<file path="config.mk">
export PLATFORM = sky130hd
export DESIGN_NAME = uart_receiver_flat
export DESIGN_NICKNAME = d
export VERILOG_FILES = /design/src/rtl/uart_pkg.sv /design/src/rtl/uart_receiver_if.sv /design/src/rtl/uart_rx_sync.sv /design/src/rtl/uart_receiver.sv /design/src/flat_wrapper.sv
export SDC_FILE = /design/constraint.sdc
export NUM_CORES = 1
export LEC_CHECK = 0
export CAP_MARGIN = 20
export CORE_MARGIN = 2
export CORE_UTILIZATION = 36
export DETAILED_ROUTE_END_ITERATION = 10
export PLACE_DENSITY = 0.66
export SLEW_MARGIN = 25
export SYNTH_ARGS = -nofsm -noshare
export SYNTH_HDL_FRONTEND = slang
export SYNTH_SLANG_ARGS = --single-unit
</file>
<file path="constraint.sdc">
create_clock -name clk -period 2.1 [get_ports clk]
set_input_delay 0.315 -clock clk [delete_from_list [all_inputs] [get_ports clk]]
set_output_delay 0.315 -clock clk [all_outputs]
set_load 0.005 [all_outputs]
</file>
<file path="src/rtl/uart_pkg.sv">
// Shared UART definitions: FSM state encoding, frame constants and a
// majority-vote helper. The transmitter imports the same package.
package uart_pkg;

  // Receiver/transmitter FSM states.
  typedef enum logic [1:0] {
    ST_IDLE  = 2'd0,
    ST_START = 2'd1,
    ST_DATA  = 2'd2,
    ST_STOP  = 2'd3
  } uart_state_t;

  localparam int UART_OVERSAMPLE_DEFAULT = 16;
  localparam int UART_DATA_BITS          = 8;

  // Two-out-of-three majority of a vote register.
  function automatic logic majority3(input logic [2:0] v);
    return (v[0] & v[1]) | (v[0] & v[2]) | (v[1] & v[2]);
  endfunction

endpackage

</file>
<file path="src/rtl/uart_receiver_if.sv">
// Receiver-side signal bundle between the board RX pin and the consumer.
//
// Handshake: RX_STATUS and RX_ERR are valid-only strobes, each high for
// exactly one clk cycle and never together. There is no ready: a consumer
// must capture RX_DATA in the cycle RX_STATUS is high or the byte is lost.
// RX_DATA holds the last good byte between strobes.
interface uart_receiver_if;
  import uart_pkg::*;

  logic                      UART_RX;
  logic [UART_DATA_BITS-1:0] RX_DATA;
  logic                      RX_STATUS;
  logic                      RX_ERR;
  logic                      RX_BUSY;
  uart_state_t               state;

  // Pin/consumer side: drives the serial line, observes the results.
  modport master (
    output UART_RX,
    input  RX_DATA,
    input  RX_STATUS,
    input  RX_ERR,
    input  RX_BUSY,
    input  state
  );

  // Receiver side.
  modport slave (
    input  UART_RX,
    output RX_DATA,
    output RX_STATUS,
    output RX_ERR,
    output RX_BUSY,
    output state
  );

endinterface

</file>
<file path="src/rtl/uart_rx_sync.sv">
// Two-flop synchronizer for an asynchronous input. The reset value is a
// parameter so an idle-high line comes out of reset already idle.
module uart_rx_sync #(
  parameter logic RESET_VAL = 1'b1
) (
  input  logic clk,
  input  logic reset,
  input  logic d,
  output logic q
);

  logic meta;
  logic sync;

  // Shift the raw input through two flops to settle metastability.
  always_ff @(posedge clk) begin
    if (reset) begin
      meta <= RESET_VAL;
      sync <= RESET_VAL;
    end else begin
      meta <= d;
      sync <= meta;
    end
  end

  assign q = sync;

endmodule

</file>
<file path="src/rtl/uart_receiver.sv">
// 8N1 UART receiver. clk runs at OVERSAMPLE x baud. Each bit is decided by
// a 2-of-3 vote of samples taken around mid-bit; the stop bit is decided at
// mid-bit so a back-to-back start bit is never missed.
module uart_receiver
  import uart_pkg::*;
#(
  parameter int OVERSAMPLE = UART_OVERSAMPLE_DEFAULT
) (
  input  logic           clk,
  input  logic           reset,
  uart_receiver_if.slave bus
);

  localparam int CNT_W = $clog2(OVERSAMPLE);
  localparam int HALF  = OVERSAMPLE / 2;

  localparam logic [CNT_W-1:0] CNT_LAST = CNT_W'(OVERSAMPLE - 1);
  localparam logic [CNT_W-1:0] VOTE_LO  = CNT_W'(HALF - 1);
  localparam logic [CNT_W-1:0] VOTE_MID = CNT_W'(HALF);
  localparam logic [CNT_W-1:0] VOTE_HI  = CNT_W'(HALF + 1);

  logic rx_s;

  uart_state_t               state, state_n;
  logic [CNT_W-1:0]          cnt, cnt_n;
  logic [2:0]                bitn, bitn_n;
  logic [2:0]                vote, vote_n;
  logic [UART_DATA_BITS-1:0] shreg, shreg_n;
  logic [UART_DATA_BITS-1:0] data_q, data_n;
  logic                      status_q, status_n;
  logic                      err_q, err_n;
  logic                      armed, armed_n;
  logic                      in_window;
  logic                      bit_v;

  uart_rx_sync #(
    .RESET_VAL (1'b1)
  ) u_sync (
    .clk   (clk),
    .reset (reset),
    .d     (bus.UART_RX),
    .q     (rx_s)
  );

  // State and datapath registers; reset wins over everything.
  always_ff @(posedge clk) begin
    if (reset) begin
      state    <= ST_IDLE;
      cnt      <= '0;
      bitn     <= '0;
      vote     <= '0;
      shreg    <= '0;
      data_q   <= '0;
      status_q <= 1'b0;
      err_q    <= 1'b0;
      armed    <= 1'b1;
    end else begin
      state    <= state_n;
      cnt      <= cnt_n;
      bitn     <= bitn_n;
      vote     <= vote_n;
      shreg    <= shreg_n;
      data_q   <= data_n;
      status_q <= status_n;
      err_q    <= err_n;
      armed    <= armed_n;
    end
  end

  // Vote window sampling: the bit value includes the sample taken this
  // cycle so the stop decision at the last window slot sees all three.
  always_comb begin
    in_window = (cnt == VOTE_LO) || (cnt == VOTE_MID) || (cnt == VOTE_HI);
    vote_n    = in_window ? {vote[1:0], rx_s} : vote;
    bit_v     = majority3(vote_n);
  end

  // Next-state logic, counters, shift register and output strobes.
  always_comb begin
    state_n  = state;
    cnt_n    = cnt;
    bitn_n   = bitn;
    shreg_n  = shreg;
    data_n   = data_q;
    status_n = 1'b0;
    err_n    = 1'b0;
    // Any idle-level sample re-arms start detection.
    armed_n  = armed | rx_s;

    case (state)
      ST_IDLE: begin
        cnt_n = '0;
        if (!rx_s && armed) begin
          state_n = ST_START;
        end
      end

      ST_START: begin
        if (cnt == CNT_LAST) begin
          cnt_n = '0;
          if (bit_v) begin
            // Start bit did not hold low through mid-bit: a glitch.
            state_n = ST_IDLE;
          end else begin
            state_n = ST_DATA;
            bitn_n  = '0;
          end
        end else begin
          cnt_n = cnt + 1'b1;
        end
      end

      ST_DATA: begin
        if (cnt == CNT_LAST) begin
          cnt_n   = '0;
          shreg_n = {bit_v, shreg[UART_DATA_BITS-1:1]};
          if (bitn == 3'd7) begin
            state_n = ST_STOP;
          end else begin
            bitn_n = bitn + 3'd1;
          end
        end else begin
          cnt_n = cnt + 1'b1;
        end
      end

      ST_STOP: begin
        if (cnt == VOTE_HI) begin
          cnt_n   = '0;
          state_n = ST_IDLE;
          if (bit_v) begin
            data_n   = shreg;
            status_n = 1'b1;
          end else begin
            // Framing error; disarm so a held-low break cannot retrigger.
            err_n   = 1'b1;
            armed_n = 1'b0;
          end
        end else begin
          cnt_n = cnt + 1'b1;
        end
      end

      default: begin
        state_n = ST_IDLE;
        cnt_n   = '0;
      end
    endcase
  end

  assign bus.RX_DATA   = data_q;
  assign bus.RX_STATUS = status_q;
  assign bus.RX_ERR    = err_q;
  assign bus.RX_BUSY   = (state != ST_IDLE);
  assign bus.state     = state;

endmodule

</file>
<file path="src/flat_wrapper.sv">
// flat-port wrapper written by rule: the top's interface ports become plain ports
module uart_receiver_flat import uart_pkg::*;
#(
  parameter int OVERSAMPLE = UART_OVERSAMPLE_DEFAULT
)
  (clk, reset, bus_UART_RX, bus_RX_DATA, bus_RX_STATUS, bus_RX_ERR, bus_RX_BUSY, bus_state);
  uart_receiver_if bus_i ();
  input  logic clk;
  input  logic reset;
  input wire logic [$bits(bus_i.UART_RX)-1:0] bus_UART_RX;
  output wire logic [$bits(bus_i.RX_DATA)-1:0] bus_RX_DATA;
  output wire logic [$bits(bus_i.RX_STATUS)-1:0] bus_RX_STATUS;
  output wire logic [$bits(bus_i.RX_ERR)-1:0] bus_RX_ERR;
  output wire logic [$bits(bus_i.RX_BUSY)-1:0] bus_RX_BUSY;
  output wire logic [$bits(bus_i.state)-1:0] bus_state;
  assign bus_i.UART_RX = bus_UART_RX;
  assign bus_RX_DATA = bus_i.RX_DATA;
  assign bus_RX_STATUS = bus_i.RX_STATUS;
  assign bus_RX_ERR = bus_i.RX_ERR;
  assign bus_RX_BUSY = bus_i.RX_BUSY;
  assign bus_state = bus_i.state;
  uart_receiver #(.OVERSAMPLE(OVERSAMPLE)) u_core (.clk(clk), .reset(reset), .bus(bus_i));
endmodule
</file>
==> flow_summary.yaml <==
sta:
  setup_ws_ns: 0.138
  maxSlewViolCount: 0
  max_slew_margin: 0.757
  fin_tns_setup_ns: 0
  whs_ns: 0.417
  finalCriticalPeriod_ns: 1.96
  fmax_ghz: 0.510
  hold_viol_final: 0
  fin_crit_sh: 0.934
  finClkSkew_ns: 0.00735
  setup_violations: 0
  rsz0062_at_grt: "no"
  tightest_slew_ns: 0.361
synth:
  ys_ff_latch: 33
  ys_async_sr_fraction: 0
  synth_area_mm2: 0.00149
  synth_top_area_share: 0.445
  yosysMostFrequentCell: "dfxtp_1"
  yosysTopAreaCell: "dfxtp_1"
  netlist_top_cells_area: "dfxtp_1 44%, mux2i_1 8.8%, ha_1 7.6%"
  seq_area_frac_synth: 0.445
  postSynthCellCount: 163
  ys_types: 38
  syn-num-nets: 175
  synthTopCellsByCount: "33 x dfxtp_1, 22 x nand2_1, 19 x nor2_1"
  avgSynthCellArea_um2: 9.11
  yosys_most_used_dff: "dfxtp_1"
  synth_edf_count: 0
  ys_warn_count: 0
cells_and_area:
  area_growth_pct: 21.6
  antennaDiodeCount: 0
  fin_nets: 197
  layout.cells.non_filler: 236
  drive_gt1_frac: 0.134
routing:
  ant_nets: 0
  wl_mm: 2.72
  drc: 0
  wl_per_cell_um: 11.5
  num_vias: 1151
  avgViaCountPerCell: 4.88
  drt_first_pass_iters: 4
  drt_iter0_drc: 82
global_routing:
  grt_pass1_vias: 987
  antenna_found_initial: 0
  gr-total-overflow: 0
  track_usage: 0.132
  grt_pass1_wl_mm: 4.50
  grt_max_degree: 18
clocking:
  cts_htree_levels: 2
  clock_path_buffers: 2
  cts_hold_buffers: 0
  cts_buffers: 5
  clock_latency_ns: 0.28
  cts_tree: "yes"
  cts-root-buf: "clkbuf_8"
  clkSinkCount: 33
  clk_pin_slew_ns: 0.07
worst_setup_path:
  worstPathMaxFanout: 7
  critPathLaunchType: "register"
  cp.arrival_ns: 1.65
  path_class: "reg -> out"
  cp.required_ns: 1.78
  cp-end-kind: "output pin"
power_and_ir_drop:
  leakage_nw: 0.650
  peakVddDrop_mv: 0.278
  cellPowerDensity_mw_per_mm2: 698
floorplanning:
  coreArea_mm2: 0.00397
  die_h_um: 68.2
  ios: 16
  start_util: 0.374
  row_count: 23
  die_area_mm2: 0.00466
  die_w_um: 68.2
placement:
  dpl.hpwl_mm: 1.99
  place_ws_ns: 0.106
  placedCellCount: 227
  io_buffers: 15
  gp_congestion: 0.836
job:
  cap_violations: 0
outcome:
  status: "completed"
min_path:
  hp-class: "reg -> reg"
==> area by class of cell <==
type	count	area (um2)
Inverter	9	33.8
Clock buffer	5	68.8
Multi-Input combinational cell	115	767
Tap cell	50	62.6
Sequential cell	33	661
Fill cell	404	2170
Timing Repair Buffer	21	195
Clock inverter	3	17.5
==> per-layer routing <==
metal	routed length (um)	track usage	vias up
li1	-	-	604
met1	1360	0.161	528
met3	77	0.0395	5
met2	1230	0.206	14
met5	0	0	-
met4	53	0.0750	0
==> placed cells by master, fill, tap and decap left out, types with 5 or more instances in the layout <==
cell / count
inv_1: 9
ha_1: 9
clkbuf_8: 5
buf_4: 6
mux2i_1: 13
a21oi_1: 10
clkdlybuf4s50_1: 15
dfxtp_1: 33
nor2_1: 19
nand2_1: 22
==> critical path, stage by stage (launching register included) <==
cell	delay, ns
dfxtp_1	0.43
inv_1	0.10
ha_1	0.27
inv_1	0.07
clkdlybuf4s50_1	0.49
==> where the power goes <==
part           internal (mW)  switching [mW]
combinational         0.0739          0.0760
sequential             0.634          0.0114
clock                  0.228           0.236
total                  0.937           0.323
==> registers in the layout (all words and copies together), names as in the netlist, 3 cells and up, named ones only <==
signal and cells:
u_core.shreg 8, u_core.bus.RX_DATA 8, u_core.bitn 3, u_core.vote 3, u_core.cnt 4
==> final timing paths <==
kind	slack, ns	cells past startpoint	from	endpoint
hold reg to reg	0.42	1	u_core.u_sync.meta	u_core.u_sync.q
hold / removal	0.42	1	u_core.u_sync.meta	u_core.u_sync.q
setup reg to reg	0.23	7	u_core.bus.state[0]	u_core.bitn[2]
setup / recovery	0.14	4	u_core.bus.state[0]	bus_RX_BUSY
==> cells by family (layout without fill, tap and decap cells) <==
kind of cell | Yosys count | in the layout | share of synthesized area
AO/OA/AOI/OAI | 29 | 29 | 0.140
XOR/XNOR | 2 | 2 | 0.0118
flip-flops | 33 | 33 | 0.445
multiplexers | 14 | 14 | 0.0952
adder cells (fa/ha/maj) | 9 | 9 | 0.0758
buffers and inverters | 15 | 38 | 0.0430
AND/OR/NAND/NOR | 61 | 61 | 0.190
==> what timing repair did <==
action | CTS | global route
resized for setup | 0 | 1
setup endpoints to repair | 0 | 5
setup buffers | 0 | 1
==> stage by stage <==
stage,util,power [mW],instance area [um2]
finish,0.455,1.26,1810
global route,0.455,1.33,1810
CTS,0.451,1.26,1790
detailed placement,0.429,0.796,1710
floorplan,-,0.749,1490
global placement,0.429,0.793,1710
(Power assumes the default switching activity.)
